<file path="src/rtl/sap1_controller_sequencer.sv">
// SAP-1 controller-sequencer: six-state one-hot T-ring clocked on the falling
// edge, plus a Moore decode of (T-state, latched opcode) into the control word.
module sap1_controller_sequencer #(
  parameter logic [3:0] OP_LDA = 4'b0000,
  parameter logic [3:0] OP_ADD = 4'b0001,
  parameter logic [3:0] OP_SUB = 4'b0010,
  parameter logic [3:0] OP_OUT = 4'b1110,
  parameter logic [3:0] OP_HLT = 4'b1111
) (
  input  logic       CLK,
  input  logic       CLR_bar,
  input  logic [3:0] opcode,
  output logic [5:0] t_state,
  output logic       Cp,
  output logic       Ep,
  output logic       Lm_bar,
  output logic       CE_bar,
  output logic       Li_bar,
  output logic       Ei_bar,
  output logic       La_bar,
  output logic       Ea,
  output logic       Su,
  output logic       Eu,
  output logic       Lb_bar,
  output logic       Lo_bar,
  output logic       halted
);

  typedef enum logic [5:0] {
    T1 = 6'b000001,
    T2 = 6'b000010,
    T3 = 6'b000100,
    T4 = 6'b001000,
    T5 = 6'b010000,
    T6 = 6'b100000
  } t_state_e;

  t_state_e   state_reg, state_next;
  logic       halted_reg, halted_next;
  logic [3:0] op_reg, op_next;
  logic       is_alu;
  logic       is_sub;

  // Ring, halt flag and opcode all move on the falling edge so the control
  // word is stable well before the rising edge where the datapath loads.
  always_ff @(negedge CLK or negedge CLR_bar) begin
    if (!CLR_bar) begin
      state_reg  <= T1;
      halted_reg <= 1'b0;
      op_reg     <= 4'b0000;
    end else begin
      state_reg  <= state_next;
      halted_reg <= halted_next;
      op_reg     <= op_next;
    end
  end

  always_comb begin
    state_next  = T1;
    halted_next = halted_reg;
    op_next     = op_reg;
    if (halted_reg) begin
      state_next = T4;
    end else begin
      case (state_reg)
        T1: state_next = T2;
        T2: state_next = T3;
        // The opcode is captured once, when leaving T3; fetch-phase IR
        // activity never reaches the decode below.
        T3: begin
          op_next    = opcode;
          state_next = T4;
          if (opcode == OP_HLT) halted_next = 1'b1;
        end
        T4: state_next = T5;
        T5: state_next = T6;
        T6: state_next = T1;
        default: state_next = T1;
      endcase
    end
  end

  assign is_alu  = (op_reg == OP_ADD) || (op_reg == OP_SUB);
  assign is_sub  = (op_reg == OP_SUB);
  assign t_state = state_reg;
  assign halted  = halted_reg;

  // Decode depends only on falling-edge registers, so nothing moves at posedge.
  always_comb begin
    Cp     = 1'b0;
    Ep     = 1'b0;
    Lm_bar = 1'b1;
    CE_bar = 1'b1;
    Li_bar = 1'b1;
    Ei_bar = 1'b1;
    La_bar = 1'b1;
    Ea     = 1'b0;
    Su     = 1'b0;
    Eu     = 1'b0;
    Lb_bar = 1'b1;
    Lo_bar = 1'b1;
    if (CLR_bar && !halted_reg) begin
      case (state_reg)
        T1: begin
          Ep     = 1'b1;
          Lm_bar = 1'b0;
        end
        T2: Cp = 1'b1;
        T3: begin
          CE_bar = 1'b0;
          Li_bar = 1'b0;
        end
        T4: begin
          Su = is_sub;
          if ((op_reg == OP_LDA) || is_alu) begin
            Ei_bar = 1'b0;
            Lm_bar = 1'b0;
          end else if (op_reg == OP_OUT) begin
            Ea     = 1'b1;
            Lo_bar = 1'b0;
          end
        end
        T5: begin
          Su = is_sub;
          if (op_reg == OP_LDA) begin
            CE_bar = 1'b0;
            La_bar = 1'b0;
          end else if (is_alu) begin
            CE_bar = 1'b0;
            Lb_bar = 1'b0;
          end
        end
        T6: begin
          Su = is_sub;
          if (is_alu) begin
            Eu     = 1'b1;
            La_bar = 1'b0;
          end
        end
        default: ;
      endcase
    end
  end

endmodule

</file>
<file path="config.mk">
export PLATFORM = sky130hd
export DESIGN_NAME = sap1_controller_sequencer
export DESIGN_NICKNAME = d
export VERILOG_FILES = /design/src/rtl/sap1_controller_sequencer.sv
export SDC_FILE = /design/constraint.sdc
export NUM_CORES = 1
export LEC_CHECK = 0
export ABC_AREA = 1
export CORE_MARGIN = 1
export CORE_UTILIZATION = 38
export CTS_BUF_LIST = sky130_fd_sc_hd__clkbuf_2
export DETAILED_ROUTE_END_ITERATION = 6
export GPL_ROUTABILITY_DRIVEN = 1
export PLACE_DENSITY = 0.7
export SYNTH_ARGS = -nofsm -noshare
export SYNTH_HDL_FRONTEND = slang
export SYNTH_SLANG_ARGS = --single-unit
</file>
<file path="constraint.sdc">
create_clock -name CLK -period 1.26 [get_ports CLK]
set_input_delay 0.189 -clock CLK [delete_from_list [all_inputs] [get_ports CLK]]
set_output_delay 0.189 -clock CLK [all_outputs]
set_load 0.01 [all_outputs]
</file>
==> results of run 1 <==
## Yosys cell counts
cell / count
a21oi_1: 3
and2_1: 1
buf_6: 1
dfrtn_1: 10
dfstp_2: 1
inv_1: 17
inv_2: 2
nand2_1: 26
nand2_4: 2
nand3_1: 8
nand3_2: 3
nand3_4: 1
nand4_1: 1
nor2_1: 17
nor2_2: 3
nor2_4: 2
nor2_8: 2
nor3_1: 1
nor3_4: 1
o21ai_0: 1
o21ai_2: 1
o21bai_1: 1
## worst max-delay path, delay by kind of cell (launching register included)
| family | cells | cell delay [ps] |
|---|---|---|
| buf+inv | 3 | 420 |
| flops | 1 | 390 |
| simple gates | 4 | 460 |
## stage by stage
step / setup WS [ps] / TNS [ps] / power (mW) / hold slack [ps] / instance area, um2
2_1_floorplan: -629 / -6970 / 0.375 / 415 / 801
3_3_place_gp: -1110 / -18310 / 0.404 / 512 / 1180
3_5_place_dp: -1120 / -18610 / 0.405 / 522 / 1180
4_1_cts: -1050 / -16110 / 0.596 / 527 / 1370
5_1_grt: -1160 / -18220 / 0.622 / 533 / 1440
6_report: -1080 / -16580 / 0.594 / 521 / 1440
## what timing repair did
item                       in CTS  in global routing
pin swaps                      15                 10
setup endpoints to repair      25                 27
gates resized for setup        97                 20
setup buffers                  17                  8
## how the worst max path moves through the flow
stage                     startpoint     end  slack [ps]
final                     t_state[3]  CE_bar       -1080
after global routing       op_reg[1]      Eu       -1160
after CTS                 t_state[0]  CE_bar       -1050
after detailed placement  t_state[4]  La_bar       -1120
after global placement    t_state[4]  La_bar       -1110
after floorplan           t_state[0]  Lm_bar        -630
## layer usage
metal  up-vias  GRT usage [%]
li1        453              -
met1       434           31.4
met2        30           40.0
met3         9           4.62
met4         0           9.14
met5         -              0
## cell type report
class	instances	area [um2]	area share (%)
Multi-Input combinational cell	74	526	36.5
Timing Repair Buffer	61	513	35.7
Sequential cell	11	277	19.2
Inverter	18	67.6	4.70
Tap cell	27	33.8	2.35
Clock buffer	3	15.0	1.04
Clock inverter	2	7.51	0.522
## cells by family after synthesis
group,Yosys count,share of synthesized area [%]
buffers and inverters,20,10.6
flip-flops,11,35.4
AND/OR/NAND/NOR,68,49.4
AO/OA/AOI/OAI,6,4.64
## power by group
group	switching (mW)	internal, mW
sequential	0	0.355
clock	0.137	0.0730
combinational	0.0154	0.0137
total	0.153	0.442
==> metrics.md, run 1 <==
| Metric | Value |
|---|---|
| Critical path's most frequent cell | buf_6 |
| Initial antenna violation count | 0 |
| Drt pass-1 iters | 4 |
| CTS tree | built |
| Die H | 47.4 um |
| Worst-Margin Slew | ~260 ps |
| DP HPWL | between 1000 and 1500 um |
| Vias | between 900 and 1000 |
| CP max stage cell | dfrtn_1 |
| Largest net degree at the start of global routing | 12 |
| Cell area after synthesis | a little under 800 um2 |
| Share of layout cells above drive strength 1 | 59.2% |
| R2r setup slk | -110 ps |
| Max-cap viol count | 0 |
| Die W | between 40 and 50 um |
| Gpl congestion | 0.780 |
| H-tree depth | 1 |
| Syn Area/Cell | ~7.4 um2 |
| Cts hold-fix bufs | 0 |
| 1st-iter DRT viols | 19 |
| Top sig layer | met4 |
| Crit start category | flop |
| Worst path cell trace | buf_6, nor2_4, nand3_4, buf_6, nand2_2, nand3_2, buf_6 |
| Post-layout util | about three quarters |
| Syn Inst Count | 105 |
| Crit. End Element | output pin |
| Overflow after GRT | 0 |
| Hold_sp | halted |
| Inst Count DP | 170 |
| Leakage | 0.743 nW |
| Commonest non-fill, non-tap cells in the layout | buf_4, nand2_1, buf_6 |
| DRC violation count after routing | 0 |
| Register area share after synthesis | around 35% |
| CTS Sinks | 11 |
| Post-synthesis register bit count | 11 |
| First-pass GRT wire length | ~3800 um |
| Die area | 2240 um2 |
| Max reg flops | 6 |
| Final WL | approximately 2600 um |
| Routed Antenna Nets | 0 |
| Power density cells | ~410 nW/um2 |
| Headroom to the max-slew limit | between 80% and 90% |
| Failing checks | setup timing |
| Vias/cell | approximately 4.7 |
| Ranking of synthesized cells by area | dfrtn_1, nand2_1, inv_1, nor2_1, nand3_1 |
| Setup-failing EPs final | 27 |
| Unique cell type count in the Yosys netlist | 22 |
| Worst r2r path cells | 7 |
| FP Rows | 16 |
| Met2 routed WL | between 1000 and 1500 um |
| Met3 routed WL | between 80 and 90 um |
| Clock Skews | between 60 and 70 ps |
| Filler cells | about 150 |
| Crit Path Category | reg -> out |
| CTS root buf | clkbuf_2 |
| Top Ports | 25 |
| Min-Delay Endpoint | t_state[4] |
| Clock-pin slew on the worst setup and hold paths | ~80 ps |
| IO buf count | 24 |
| CP Max Fanout | 5 |
| Synth warn | 0 |
| RSZ-0062 raised after global routing | true |
| Worst EP arrival | about 2200 ps |
| End of the worst register-to-register path | op_reg[3] |
| Commonest non-fill, non-tap cell in the layout | buf_4 |
| Layout Cells excl Fill | between 150 and 200 |
| Bufs on Longest Clock Path | 2 |
| Area leader, netlist | dfrtn_1 |
| Endpoints failing hold | 0 |
| Synth top area share | between 30 and 40% |
| CTS buffer count | 3 |
| GRT Total Usage | 24.3% |
| Startpoint of the worst register-to-register path | t_state[2] |
| Fin. max-slew vios | 0 |
| Max stage delay on crit path | 390 ps |
| Clk_lat worst skew | 300 ps |
| Peak supply drop | approximately 0.48 mV |
| Fin worst setup slack | -1080 ps |
| Hold Crit Class | reg -> reg |
| Number of global-route vias before repair | 870 |
| Inserted Diodes | 0 |
| Final net count | approximately 180 |
| Status | complete, but fails checks |
| Starting density of the core | 40.3% |
| Routed WL per cell | around 13 um |
| Required time worst endpoint | between 1000 and 1500 ps |
| Syn nets | roughly 110 |
| WHS Path Cells | 2 |
| Wl on met1 | between 1000 and 1500 um |
| Core Region | approximately 1900 um2 |
| Synth-to-Final Area Change | 84.0% |
Note: power is estimated with default switching activity, not from simulation.
==> run 2: changes to the inputs <==
--- a/config.mk
+++ b/config.mk
@@ -9,9 +9,11 @@
 export CORE_MARGIN = 1
 export CORE_UTILIZATION = 38
 export CTS_BUF_LIST = sky130_fd_sc_hd__clkbuf_2
+export CTS_CLUSTER_DIAMETER = 50
 export DETAILED_ROUTE_END_ITERATION = 6
 export GPL_ROUTABILITY_DRIVEN = 1
 export PLACE_DENSITY = 0.7
+export SKIP_LAST_GASP = 1
 export SYNTH_ARGS = -nofsm -noshare
 export SYNTH_HDL_FRONTEND = slang
 export SYNTH_SLANG_ARGS = --single-unit
==> metrics.md, run 2 (same netlist as run 1, synthesis figures left out) <==
| Metric | Value |
|---|---|
| Starting density of the core | 40.3% (unchanged) |
| Required time worst endpoint | 1070 ps (about the same) |
| Failing checks | setup timing |
| RSZ-0062 raised after global routing | true |
| End of the worst register-to-register path | op_reg[3] |
| Share of layout cells above drive strength 1 | 57.4% (-1.8 points) |
| Leakage | 0.743 nW (about the same) |
| Endpoints failing hold | 0 (unchanged) |
| CTS Sinks | 11 (unchanged) |
| Routed WL per cell | 13.4 um (+1.4%) |
| Die area | 2240 um2 (unchanged) |
| Fin. max-slew vios | 0 (unchanged) |
| Worst-Margin Slew | 282 ps (+20.5 ps) |
| Routed Antenna Nets | 0 (unchanged) |
| Commonest non-fill, non-tap cell in the layout | buf_4 |
| Gpl congestion | 0.780 (unchanged) |
| Max-cap viol count | 0 (unchanged) |
| Inserted Diodes | 0 (unchanged) |
| Vias/cell | 4.77 (+0.86%) |
| CTS root buf | clkbuf_2 |
| Core Region | 1940 um2 (unchanged) |
| Synth-to-Final Area Change | 84.0% (unchanged) |
| Internal power | 0.442 mW (about the same) |
| IO buf count | 24 (unchanged) |
| Fin worst setup slack | -1090 ps (-14.7 ps) |
| Top Ports | 25 (unchanged) |
| Bufs on Longest Clock Path | 2 (unchanged) |
| Power density cells | 414 nW/um2 (+0.36%) |
| Hold Crit Class | reg -> reg |
| Clock Skews | 64.5 ps (+2.06 ps) |
| CP Max Fanout | 4 (-1) |
| Min-Delay Endpoint | t_state[4] |
| Net switching share of the total power | 25.9% (+0.27 points) |
| Crit. End Element | output pin |
| CTS tree | built |
| WHS Path Cells | 2 (unchanged) |
| Startpoint of the worst register-to-register path | t_state[2] |
| Setup_tns | -16820 ps (-239 ps) |
| Commonest non-fill, non-tap cells in the layout | buf_4, nand2_1, buf_6 |
| Logic pwr share | 4.9% (about the same) |
| First-pass GRT wire length | 3820 um (unchanged) |
| DP HPWL | 1440 um (unchanged) |
| Number of global-route vias before repair | 870 (unchanged) |
| CTS buffer count | 3 (unchanged) |
| Final net count | 176 (unchanged) |
| R2r setup slk | -120 ps (about the same) |
| Vias | 934 (+0.86%) |
| Worst r2r path cells | 7 (unchanged) |
| Drt pass-1 iters | 4 (unchanged) |
| Post-layout util | 74.1% (unchanged) |
| Setup-failing EPs final | 27 (unchanged) |
| Initial antenna violation count | 0 (unchanged) |
| Psw | 0.155 mW (+1.4%) |
| Crit Path Category | reg -> out |
| Seq pwr share | 59.5% (-0.3 points) |
| Worst EP arrival | 2160 ps (about the same) |
| Largest net degree at the start of global routing | 12 (unchanged) |
| Die H | 47.4 um (unchanged) |
| Overflow after GRT | 0 (unchanged) |
| Die W | 47.4 um (unchanged) |
| Clk_lat worst skew | 310 ps (about the same) |
| Status | complete, but fails checks |
| Headroom to the max-slew limit | 81.2% (-1.2 points) |
| H-tree depth | 1 (unchanged) |
| FP Rows | 16 (unchanged) |
| 1st-iter DRT viols | 23 (+4) |
| GRT Total Usage | 24.3% (unchanged) |
| Max reg flops | 6 (unchanged) |
| Hold_sp | halted |
| DRC violation count after routing | 0 (unchanged) |
| Crit start category | flop |
| Clock power frac | 35.5% (about the same) |
| DP Worst Slack | -1120 ps (unchanged) |
| Peak supply drop | 0.475 mV (-0.67%) |
| Clock-pin slew on the worst setup and hold paths | 90 ps (about the same) |
| Final WL | 2630 um (+1.4%) |
| Cts hold-fix bufs | 0 (unchanged) |
-- run 2: routing by layer --
| metal | wire, um | GRT usage, % |
|---|---|---|
| met3 | 119 | 4.62 |
| met1 | 1010 | 31.4 |
| met5 | 0 | 0 |
| met2 | 1370 | 40.0 |
| met4 | 131 | 9.14 |
-- run 2: per-stage QoR --
stage / power, mW / hold slack [ps] / cell area [um2] / cells
2_1_floorplan: 0.375 / 415 / 801 / 105
3_3_place_gp: 0.404 / 512 / 1180 / 170
3_5_place_dp: 0.405 / 522 / 1180 / 170
4_1_cts: 0.596 / 527 / 1370 / 191
5_1_grt: 0.622 / 535 / 1440 / 196
6_report: 0.596 / 522 / 1440 / 196
-- run 2: power by group through the flow --
stage	clock network [mW]	registers, mW	logic [mW]
2_1_floorplan	0.00993	0.361	0.00399
3_3_place_gp	0.00993	0.361	0.0328
3_5_place_dp	0.00993	0.361	0.0337
4_1_cts	0.211	0.355	0.0298
5_1_grt	0.234	0.355	0.0328
6_report	0.212	0.355	0.0293
-- run 2: cell type report --
| type | instances | area (um2) |
|---|---|---|
| inverters | 18 | 67.6 |
| repair buffers | 61 | 513 |
| well taps | 27 | 33.8 |
| flip-flops and latches | 11 | 277 |
| fillers | 146 | 503 |
| multi-input cells | 74 | 526 |
| clock buffers | 3 | 15.0 |
| clock inverters | 2 | 7.51 |
-- run 2: critical path, stage by stage, from the launching register on --
cell and delay (ps):
dfrtn_1 400, inv_1 140, nand2_1 110, a21oi_2 200, nand2_1 90, nor2_2 90, dlygate4sd2_1 260
-- run 2: worst max-delay path by stage --
stage / end / slack [ps] / startpoint
floorplan: Lm_bar / -630 / t_state[0]
global placement: La_bar / -1110 / t_state[4]
detailed placement: La_bar / -1120 / t_state[4]
CTS: CE_bar / -1050 / t_state[0]
global route: Eu / -1180 / op_reg[1]
finish: Eu / -1090 / op_reg[1]
-- run 2: timing repair --
item                                    CTS  global route
setup buffers                            17             8
endpoints found under the setup margin   25            27
gates resized for setup                  97            15
pin swaps                                15            10
